--- src/rtl/fp_mul_issue_ctrl.sv ---
// Issue/return controller around a fixed-latency pipelined FP multiplier.
// Operands are accepted over valid/ready, held in the operand registers,
// and tracked through the multiplier by a valid/tag delay line. Each result
// is captured into a show-ahead FIFO. Admission is credit based: occupancy
// counts in-flight plus buffered operations and never exceeds DEPTH, so a
// capture always finds room even under full downstream backpressure.
module fp_mul_issue_ctrl #(
    parameter int LATENCY = 6,
    parameter int DEPTH   = 4,
    parameter int TAG_W   = 4
) (
    input  logic                         clk,
    input  logic                         rst_n,
    input  logic                         flush,
    input  logic                         in_valid,
    output logic                         in_ready,
    input  logic [31:0]                  in_a,
    input  logic [31:0]                  in_b,
    input  logic [TAG_W-1:0]             in_tag,
    output logic [31:0]                  mul_dataa,
    output logic [31:0]                  mul_datab,
    input  logic [31:0]                  mul_result,
    output logic                         out_valid,
    input  logic                         out_ready,
    output logic [31:0]                  out_result,
    output logic [TAG_W-1:0]             out_tag,
    output logic [$clog2(DEPTH+1)-1:0]   occupancy
);

    localparam int AW = $clog2(DEPTH);
    localparam int OW = $clog2(DEPTH+1);
    localparam logic [OW-1:0] DEPTH_OCC = OW'(DEPTH);
    localparam logic [AW:0]   DEPTH_CNT = (AW+1)'(DEPTH);

    logic [31:0]      mul_dataa_q, mul_dataa_d;
    logic [31:0]      mul_datab_q, mul_datab_d;
    logic             vld_q      [0:LATENCY];
    logic             vld_d      [0:LATENCY];
    logic [TAG_W-1:0] tag_line_q [0:LATENCY];
    logic [TAG_W-1:0] tag_line_d [0:LATENCY];
    logic [31:0]      fifo_res_q [DEPTH];
    logic [31:0]      fifo_res_d [DEPTH];
    logic [TAG_W-1:0] fifo_tag_q [DEPTH];
    logic [TAG_W-1:0] fifo_tag_d [DEPTH];
    logic [AW:0]      wr_ptr_q, wr_ptr_d;
    logic [AW:0]      rd_ptr_q, rd_ptr_d;
    logic [OW-1:0]    occ_q, occ_d;

    logic [AW:0]      count;
    logic             accept;
    logic             pop;
    logic             capture;

    // Handshake decode; in_ready depends on registered occupancy only.
    always_comb begin
        count     = wr_ptr_q - rd_ptr_q;
        in_ready  = (occ_q < DEPTH_OCC);
        out_valid = (count != '0);
        accept    = in_valid && in_ready && !flush;
        pop       = out_valid && out_ready && !flush;
        capture   = vld_q[LATENCY] && !flush;
    end

    assign mul_dataa  = mul_dataa_q;
    assign mul_datab  = mul_datab_q;
    assign out_result = fifo_res_q[rd_ptr_q[AW-1:0]];
    assign out_tag    = fifo_tag_q[rd_ptr_q[AW-1:0]];
    assign occupancy  = occ_q;

    // Next-state: operand load, delay-line shift, FIFO write/read, credits.
    always_comb begin
        mul_dataa_d = mul_dataa_q;
        mul_datab_d = mul_datab_q;
        vld_d       = vld_q;
        tag_line_d  = tag_line_q;
        fifo_res_d  = fifo_res_q;
        fifo_tag_d  = fifo_tag_q;
        wr_ptr_d    = wr_ptr_q;
        rd_ptr_d    = rd_ptr_q;
        occ_d       = occ_q;

        if (accept) begin
            mul_dataa_d   = in_a;
            mul_datab_d   = in_b;
            tag_line_d[0] = in_tag;
        end
        vld_d[0] = accept;

        // The line never stalls; flush kills every tracked operation so
        // products still inside the multiplier are never captured.
        for (int i = 1; i <= LATENCY; i++) begin
            vld_d[i]      = vld_q[i-1] && !flush;
            tag_line_d[i] = tag_line_q[i-1];
        end

        if (capture) begin
            fifo_res_d[wr_ptr_q[AW-1:0]] = mul_result;
            fifo_tag_d[wr_ptr_q[AW-1:0]] = tag_line_q[LATENCY];
            wr_ptr_d = wr_ptr_q + 1'b1;
        end

        if (pop) begin
            rd_ptr_d = rd_ptr_q + 1'b1;
        end

        case ({accept, pop})
            2'b10:   occ_d = occ_q + 1'b1;
            2'b01:   occ_d = occ_q - 1'b1;
            default: occ_d = occ_q;
        endcase

        if (flush) begin
            wr_ptr_d = '0;
            rd_ptr_d = '0;
            occ_d    = '0;
        end
    end

    // State registers with asynchronous clear of everything, storage included.
    always_ff @(posedge clk or negedge rst_n) begin
        if (!rst_n) begin
            mul_dataa_q <= '0;
            mul_datab_q <= '0;
            for (int i = 0; i <= LATENCY; i++) begin
                vld_q[i]      <= 1'b0;
                tag_line_q[i] <= '0;
            end
            for (int i = 0; i < DEPTH; i++) begin
                fifo_res_q[i] <= '0;
                fifo_tag_q[i] <= '0;
            end
            wr_ptr_q <= '0;
            rd_ptr_q <= '0;
            occ_q    <= '0;
        end else begin
            mul_dataa_q <= mul_dataa_d;
            mul_datab_q <= mul_datab_d;
            vld_q       <= vld_d;
            tag_line_q  <= tag_line_d;
            fifo_res_q  <= fifo_res_d;
            fifo_tag_q  <= fifo_tag_d;
            wr_ptr_q    <= wr_ptr_d;
            rd_ptr_q    <= rd_ptr_d;
            occ_q       <= occ_d;
        end
    end

    // Credit accounting must make a capture into a full FIFO impossible.
    a_no_overflow: assert property (@(posedge clk) disable iff (!rst_n)
        !(capture && (count == DEPTH_CNT)));

endmodule
--- config.mk ---
export PLATFORM = sky130hd
export DESIGN_NAME = fp_mul_issue_ctrl
export DESIGN_NICKNAME = d
export VERILOG_FILES = /design/src/rtl/fp_mul_issue_ctrl.sv
export SDC_FILE = /design/constraint.sdc
export NUM_CORES = 1
export LEC_CHECK = 0
export CAP_MARGIN = 20
export CORE_MARGIN = 5
export CORE_UTILIZATION = 45
export CTS_CLUSTER_SIZE = 12
export DETAILED_ROUTE_END_ITERATION = 6
export PLACE_DENSITY = 0.71
export SLEW_MARGIN = 15
export SYNTH_ARGS = -nofsm -noshare
export SYNTH_HDL_FRONTEND = slang
export SYNTH_SLANG_ARGS = --single-unit
--- constraint.sdc ---
create_clock -name clk -period 4.9 [get_ports clk]
set_clock_uncertainty 0.2 [all_clocks]
set_input_delay 0.735 -clock clk [delete_from_list [all_inputs] [get_ports clk]]
set_output_delay 0.735 -clock clk [all_outputs]
set_load 0.02 [all_outputs]
-- Yosys cells after proc, flatten, opt, wreduce, memory -nomap -nowiden
Cells that the tools add are included.
- add/subtract/negate cells: 5
- order comparisons: 4
- eq/ne operators: 2
- multiplexer cells: 18
- bitwise operators: 2
- reductions and logical operators: 17
- operator list (kind ; number):
    $bwmux W128 ; 1
    $mux W32 ; 3
    $bmux W32 S2 ; 1
    $demux W32 S2 ; 1
    $bwmux W16 ; 1
    $mux W3 ; 5
    $logic_and A1 B1 Y1 ; 12
    $mux W4 ; 3
    $add A3 B1 Y3 const B ; 3
    $bmux W4 S2 ; 1
    $demux W4 S2 ; 1
    $ge A3 B3 Y1 const B ; 2
    $not A2 Y3 ; 2
    $pmux W3 S2 ; 1
    $reduce_bool A3 Y1 ; 2
    $reduce_bool A2 Y1 ; 2
    $lt A3 B1 Y1 const B ; 1
    $lt A3 B3 Y1 const B ; 1
    $sub A3 B1 Y3 const B ; 1
    $sub A3 B3 Y3 ; 1
    $eq A2 B1 Y1 const B ; 1
    $eq A2 B2 Y1 const B ; 1
    $logic_not A1 Y1 ; 1
- register bits after elaboration: 252
- input port bits: 105
- output and inout port bits: 105
- logic and storage cells: 75

-- Logic depth before layout (Yosys ltp)
- depth after elaboration: 7
- mapped depth: 13
- gate-level depth less buffers: 11

-- Least setup slack after synthesis
No wires, ideal clock.
- path type: register -> register
- start point: register rd_ptr_q[1]
- end point: register occ_q[2], in the netlist occupancy[2]
- setup time: 0.087 ns
- data arrival time: 2.791 ns
- data required time: 4.613 ns
- slack: 1.823 ns
- stages on the path, launching flop included: 12
- buffers on the path: 2
- period minus slack after synthesis: 3.077 ns
- path through: dfrtp_1 -> buf_2 -> buf_1 -> inv_1 -> ha_1 -> and2b_1 -> xnor2_1 -> o21ai_0 -> nor3_1 -> fa_1 -> or4_1 -> o211ai_1
- cells in the longest elaborated chain, start to end: 7
- elaborated cells on any way between the ends: 9
- classes of those cells: add/sub: 1; eq/ne: 2; mux: 2; reduce/logical: 4
- RTL lines (what ; RTL line ; RTL):
    from (decl) ; 46 ; logic [AW:0] rd_ptr_q, rd_ptr_d;
    from (signal assigned) ; 143 ; rd_ptr_q <= rd_ptr_d;
    $sub A3 B3 Y3 (*) ; 56 ; count = wr_ptr_q - rd_ptr_q;
    $reduce_bool A3 Y1 (*) ; 58 ; out_valid = (count != '0);
    $logic_and A1 B1 Y1 (*) (2 in a row) ; 60 ; pop = out_valid && out_ready && !flush;
    $eq A2 B1 Y1 or $eq A2 B2 Y1 (tied branches) ; 106 ; case ({accept, pop})
    $pmux W3 S2 ; 106 ;
    $mux W3 ; 112 ; if (flush) begin
    to (signal assigned) ; 134 ; occ_q <= '0;
    to (signal assigned) ; 144 ; occ_q <= occ_d;
    to (decl) ; 47 ; logic [OW-1:0] occ_q, occ_d;
Every way passes the cells marked *; elsewhere a longest branch is shown, timed or not.
A chain may end at the register's enable or synchronous reset.

-- Worst setup path in the final report
- start point: register rd_ptr_q[0]
- end point: output out_valid
- cells in the longest elaborated chain, start to end: 2
- RTL lines (what ; RTL line ; RTL):
    $sub A3 B3 Y3 ; 56 ;
    $reduce_bool A3 Y1 ; 58 ;
    to (decl) ; 23 ; output logic out_valid,
Every way passes these cells.

==> summary.log <==
qor: placement.numPortBuffers 209
qor: setup_path.cpMaxStageDelayCell sky130_fd_sc_hd__dfrtp_2
qor: yosys.synth_warnings 0
qor: pwr.switching_share 25.18%
qor: setup_path.worstReg2RegEnd occupancy[2]$_DFFE_PN0P_
qor: pwr.comb_power_share 17.3%
qor: yosys.synth.avg_cell_area 17.00 µm²
qor: setup_path.timing.critical_path.fanout_max 29
qor: placement.hpwlAfterDp 14.52 mm
qor: pwr.power_per_cell_area 383.3 nW/µm²
qor: global_route.grt_pass1_wl 36.82 mm
qor: sta.finalHoldViolCount 0
qor: clock_tree.clock_tree.buffer_depth 3
qor: drt.detailedRoute.firstIterationViolations 212
qor: final_layout.post-route-util 59.59%
qor: yosys.synth_enable_flop_cells 0
qor: sta.final_min_period_over_clock_period 82.34%
qor: setup_path.endpoint_kind output pin
qor: sta.max_slew_margin 34.38%
qor: status.outcome completed
qor: sta.unrepaired_setup_endpoints_after_global_routing false
qor: sta.maxClockFrequency 247.9 MHz
qor: pwr.pwr-share-clk 36.5%
qor: floorplan.starting_density 45.64%
qor: setup_path.worstPathArrival 3.10 ns
qor: yosys.synth.ff_latch_count 252
qor: yosys.post_synth_instance_area 10,300 µm²
qor: worst_hold_path.hold_path.class reg -> reg
qor: floorplan.top_level_ports 210
qor: clock_tree.clk-insertion-delay-late 0.51 ns
qor: worst_hold_path.hold_depth 0
qor: yosys.synth_fp_nets 719
qor: final_layout.final_common_cell sky130_fd_sc_hd__dfrtp_1
qor: global_route.pin_count_of_the_biggest_net_entering_global_routing 148
qor: worst_hold_path.timing.hold.worst_endpoint tag_line_q[1]$_DFF_PN0_
qor: pwr.pwr-share-seq 46.2%
qor: clock_tree.cts_buf_count 27
qor: sta.min_period 4.035 ns
qor: final_layout.final_layout_size_suffix_gt1_share 35.40%
qor: setup_path.reg2reg_depth 8
qor: final_layout.layout.cells.most_common_list 250 x sky130_fd_sc_hd__dfrtp_1, 208 x sky130_fd_sc_hd__clkdlybuf4s50_1, 204 x sky130_fd_sc_hd__mux2_2
qor: clock_tree.sinks_on_clock_net 252
qor: clock_tree.cts_htree_levels 1
qor: yosys.synth_sequential_area_ratio 61.21%
qor: drt.vias 5,985
qor: global_route.first_global_vias 6,845
qor: drt.detail_route.wirelength.met1 8.762 mm
qor: setup_path.cp_required 3.96 ns
qor: placement.place.detailed.instances 1,076
qor: yosys.dominantRegCellSynth sky130_fd_sc_hd__dfrtp_1
qor: clock_tree.clock_tree.root_cell sky130_fd_sc_hd__clkbuf_16
qor: final_layout.antenna-diode-count 0
qor: placement.finalWeightedCongestion 0.7649
qor: clock_tree.post_cts_buffers 0
qor: global_route.grtUsageTotal 17.30%
qor: drt.detailroute.wirelength.met2 10.48 mm
qor: clock_tree.clkTransAtPathRegs 0.06 ns
qor: drt.highest-signal-layer met4
qor: clock_tree.cts_resized 0
qor: pwr.net-switching-power 1.298 mW
qor: run.cap_violations 0
qor: floorplan.die_h 161.3 µm
qor: setup_path.timing.reg2reg.setup_slack 1.46 ns
qor: setup_path.worst_setup_path_start_kind register
qor: sta.worstMarginPinSlew 0.9843 ns
qor: final_layout.flow.area_growth_from_synthesis 30.56%
qor: floorplan.rows 55
qor: yosys.synthesized_instance_count 606
qor: worst_hold_path.worstHoldStart tag_line_d[1]$_DFF_PN0_
qor: sta.fin_tns_setup 0 ns
qor: setup_path.timing.setup.critical_path_class reg -> out
qor: clock_tree.cts_hold_buffers 0
qor: yosys.ys_async_sr_fraction 100.0%
qor: yosys.synthDistinctLibCells 36
qor: drt.vias_per_cell 5.325
qor: global_route.grt_antenna_before_repair 0
qor: drt.detail_route.wl_per_cell 19.77 µm
qor: floorplan.fp.dieArea 26,020 µm²
qor: sta.setup-violations-final 0
qor: clock_tree.cts_tree done
qor: pwr.internal_power 3.857 mW
qor: drt.totalWireLength 22.23 mm
qor: floorplan.core_area 22,570 µm²
qor: final_layout.design.final.nets 935
qor: drt.dr_wl_met3 2.398 mm
qor: pwr.cellLeakagePower 6.151 nW
qor: floorplan.dieWidth 161.3 µm
qor: final_layout.layoutNonFillerInstCount 1,124
qor: pwr.irDropWorstVdd 0.2662 mV
qor: drt.drtAntennaViolNets 0
qor: global_route.grt_remaining_overflow 0
qor: drt.dr.pass1.iters 4
qor: drt.drc 0
qor: setup_path.slowest_delay 1.01 ns
qor: setup_path.worstReg2RegStart rd_ptr_q[0]$_DFFE_PN0P_
qor: setup_path.critical_path.cell_chain ha_1, and2b_1, nor3b_2, nor2_1, clkdlybuf4s50_1
qor: sta.finalMaxSlewViolations 0
worst max path at each step:
stage	start	endpoint	slack, ns
after floorplan	rd_ptr_q[1]$_DFFE_PN0P_	occupancy[2]$_DFFE_PN0P_	1.82
after global placement	rd_ptr_q[0]$_DFFE_PN0P_	out_result[13]	1.39
after detailed placement	rd_ptr_q[0]$_DFFE_PN0P_	out_result[13]	1.36
after CTS	rd_ptr_q[0]$_DFFE_PN0P_	out_valid	0.76
after global routing	rd_ptr_q[0]$_DFFE_PN0P_	out_valid	0.56
final	rd_ptr_q[0]$_DFFE_PN0P_	out_valid	0.87
synthesized netlist by cell type, types with 2 or more instances:
cell | count | share of area, %
sky130_fd_sc_hd__nand2b_1 | 3 | 0.18
sky130_fd_sc_hd__o31ai_1 | 2 | 0.15
sky130_fd_sc_hd__ha_1 | 7 | 0.85
sky130_fd_sc_hd__nand2_4 | 4 | 0.44
sky130_fd_sc_hd__or4_1 | 2 | 0.15
sky130_fd_sc_hd__o221ai_1 | 2 | 0.17
sky130_fd_sc_hd__clkbuf_1 | 3 | 0.11
sky130_fd_sc_hd__a21oi_1 | 2 | 0.097
sky130_fd_sc_hd__nor2_1 | 12 | 0.44
sky130_fd_sc_hd__nand2_1 | 4 | 0.15
sky130_fd_sc_hd__mux4_2 | 36 | 7.9
sky130_fd_sc_hd__inv_1 | 5 | 0.18
sky130_fd_sc_hd__buf_2 | 9 | 0.44
sky130_fd_sc_hd__nor3_1 | 3 | 0.15
sky130_fd_sc_hd__xnor2_1 | 2 | 0.17
sky130_fd_sc_hd__buf_1 | 2 | 0.073
sky130_fd_sc_hd__o211ai_1 | 3 | 0.22
sky130_fd_sc_hd__nor3b_2 | 2 | 0.24
sky130_fd_sc_hd__buf_4 | 2 | 0.15
sky130_fd_sc_hd__buf_6 | 13 | 1.4
sky130_fd_sc_hd__mux2_1 | 9 | 0.98
sky130_fd_sc_hd__mux2_2 | 204 | 22
sky130_fd_sc_hd__o32ai_1 | 3 | 0.26
sky130_fd_sc_hd__nor2b_1 | 9 | 0.55
sky130_fd_sc_hd__dfrtp_1 | 252 | 61
cells by family (layout without fill, tap and decap cells):
kind of cell / count (synthesis) / after routing / synth area share (%)
adders and majority gates: 8 / 8 / 1.044
xor gates and xnor gates: 4 / 4 / 0.4130
muxes: 250 / 250 / 31.25
and+or+nand+nor: 44 / 44 / 2.708
DFF: 252 / 252 / 61.21
AOI/OAI and AO/OA: 13 / 13 / 0.9351
buffers and inverters: 35 / 268 / 2.441
through the flow:
step / worst slack (ns) / hold slack, ns / power, mW / area (µm²)
finish: 0.8653 / 0.1451 / 5.156 / 13450
global route: 0.5561 / 0.1510 / 5.393 / 13450
CTS: 0.7605 / 0.1473 / 5.232 / 13410
detailed placement: 1.357 / 0.1347 / 3.319 / 12590
global placement: 1.386 / 0.1324 / 3.292 / 12590
floorplan: 1.823 / 0.1312 / 2.817 / 10300
worst max-delay path: cells and delay by family (launching register included):
kind                       cells  cell delay (ns)
and+or+nand+nor                3             0.73
adders and majority gates      1             0.29
buffers and inverters          1             0.56
DFF                            1             1.01
per-layer routing:
metal  vias up  global-route usage [%]
li1       2647                       -
met1      3066                   21.40
met2       229                   28.01
met3        43                   7.578
met4         0                   4.537
met5         -                       0
power by group through the flow:
stage          registers [mW]  clock network, mW  logic, mW
2_1_floorplan            2.53                  0      0.283
3_3_place_gp             2.41                  0      0.881
3_5_place_dp             2.42                  0      0.899
4_1_cts                  2.39               1.94      0.904
5_1_grt                  2.41               2.02      0.956
6_report                 2.38               1.88      0.893
layout make-up:
class	count	area, µm²
repair buffers	217	2192
well taps	285	356.6
clock buffers	42	802.0
fillers	1690	9121
inverters	5	18.77
clock inverters	4	22.52
multi-input cells	319	3750
flip-flops and latches	252	6309
registers in the layout, indices dropped and copies added, names as in the netlist:
name,flops
tag_line_d,24
rd_ptr_q,3
wr_ptr_q,3
tag_line_q,4
occupancy,3
vld_q,7
mul_datab,32
fifo_tag_q,16
mul_dataa,32
fifo_res_q,128
(Power assumes the default switching activity.)
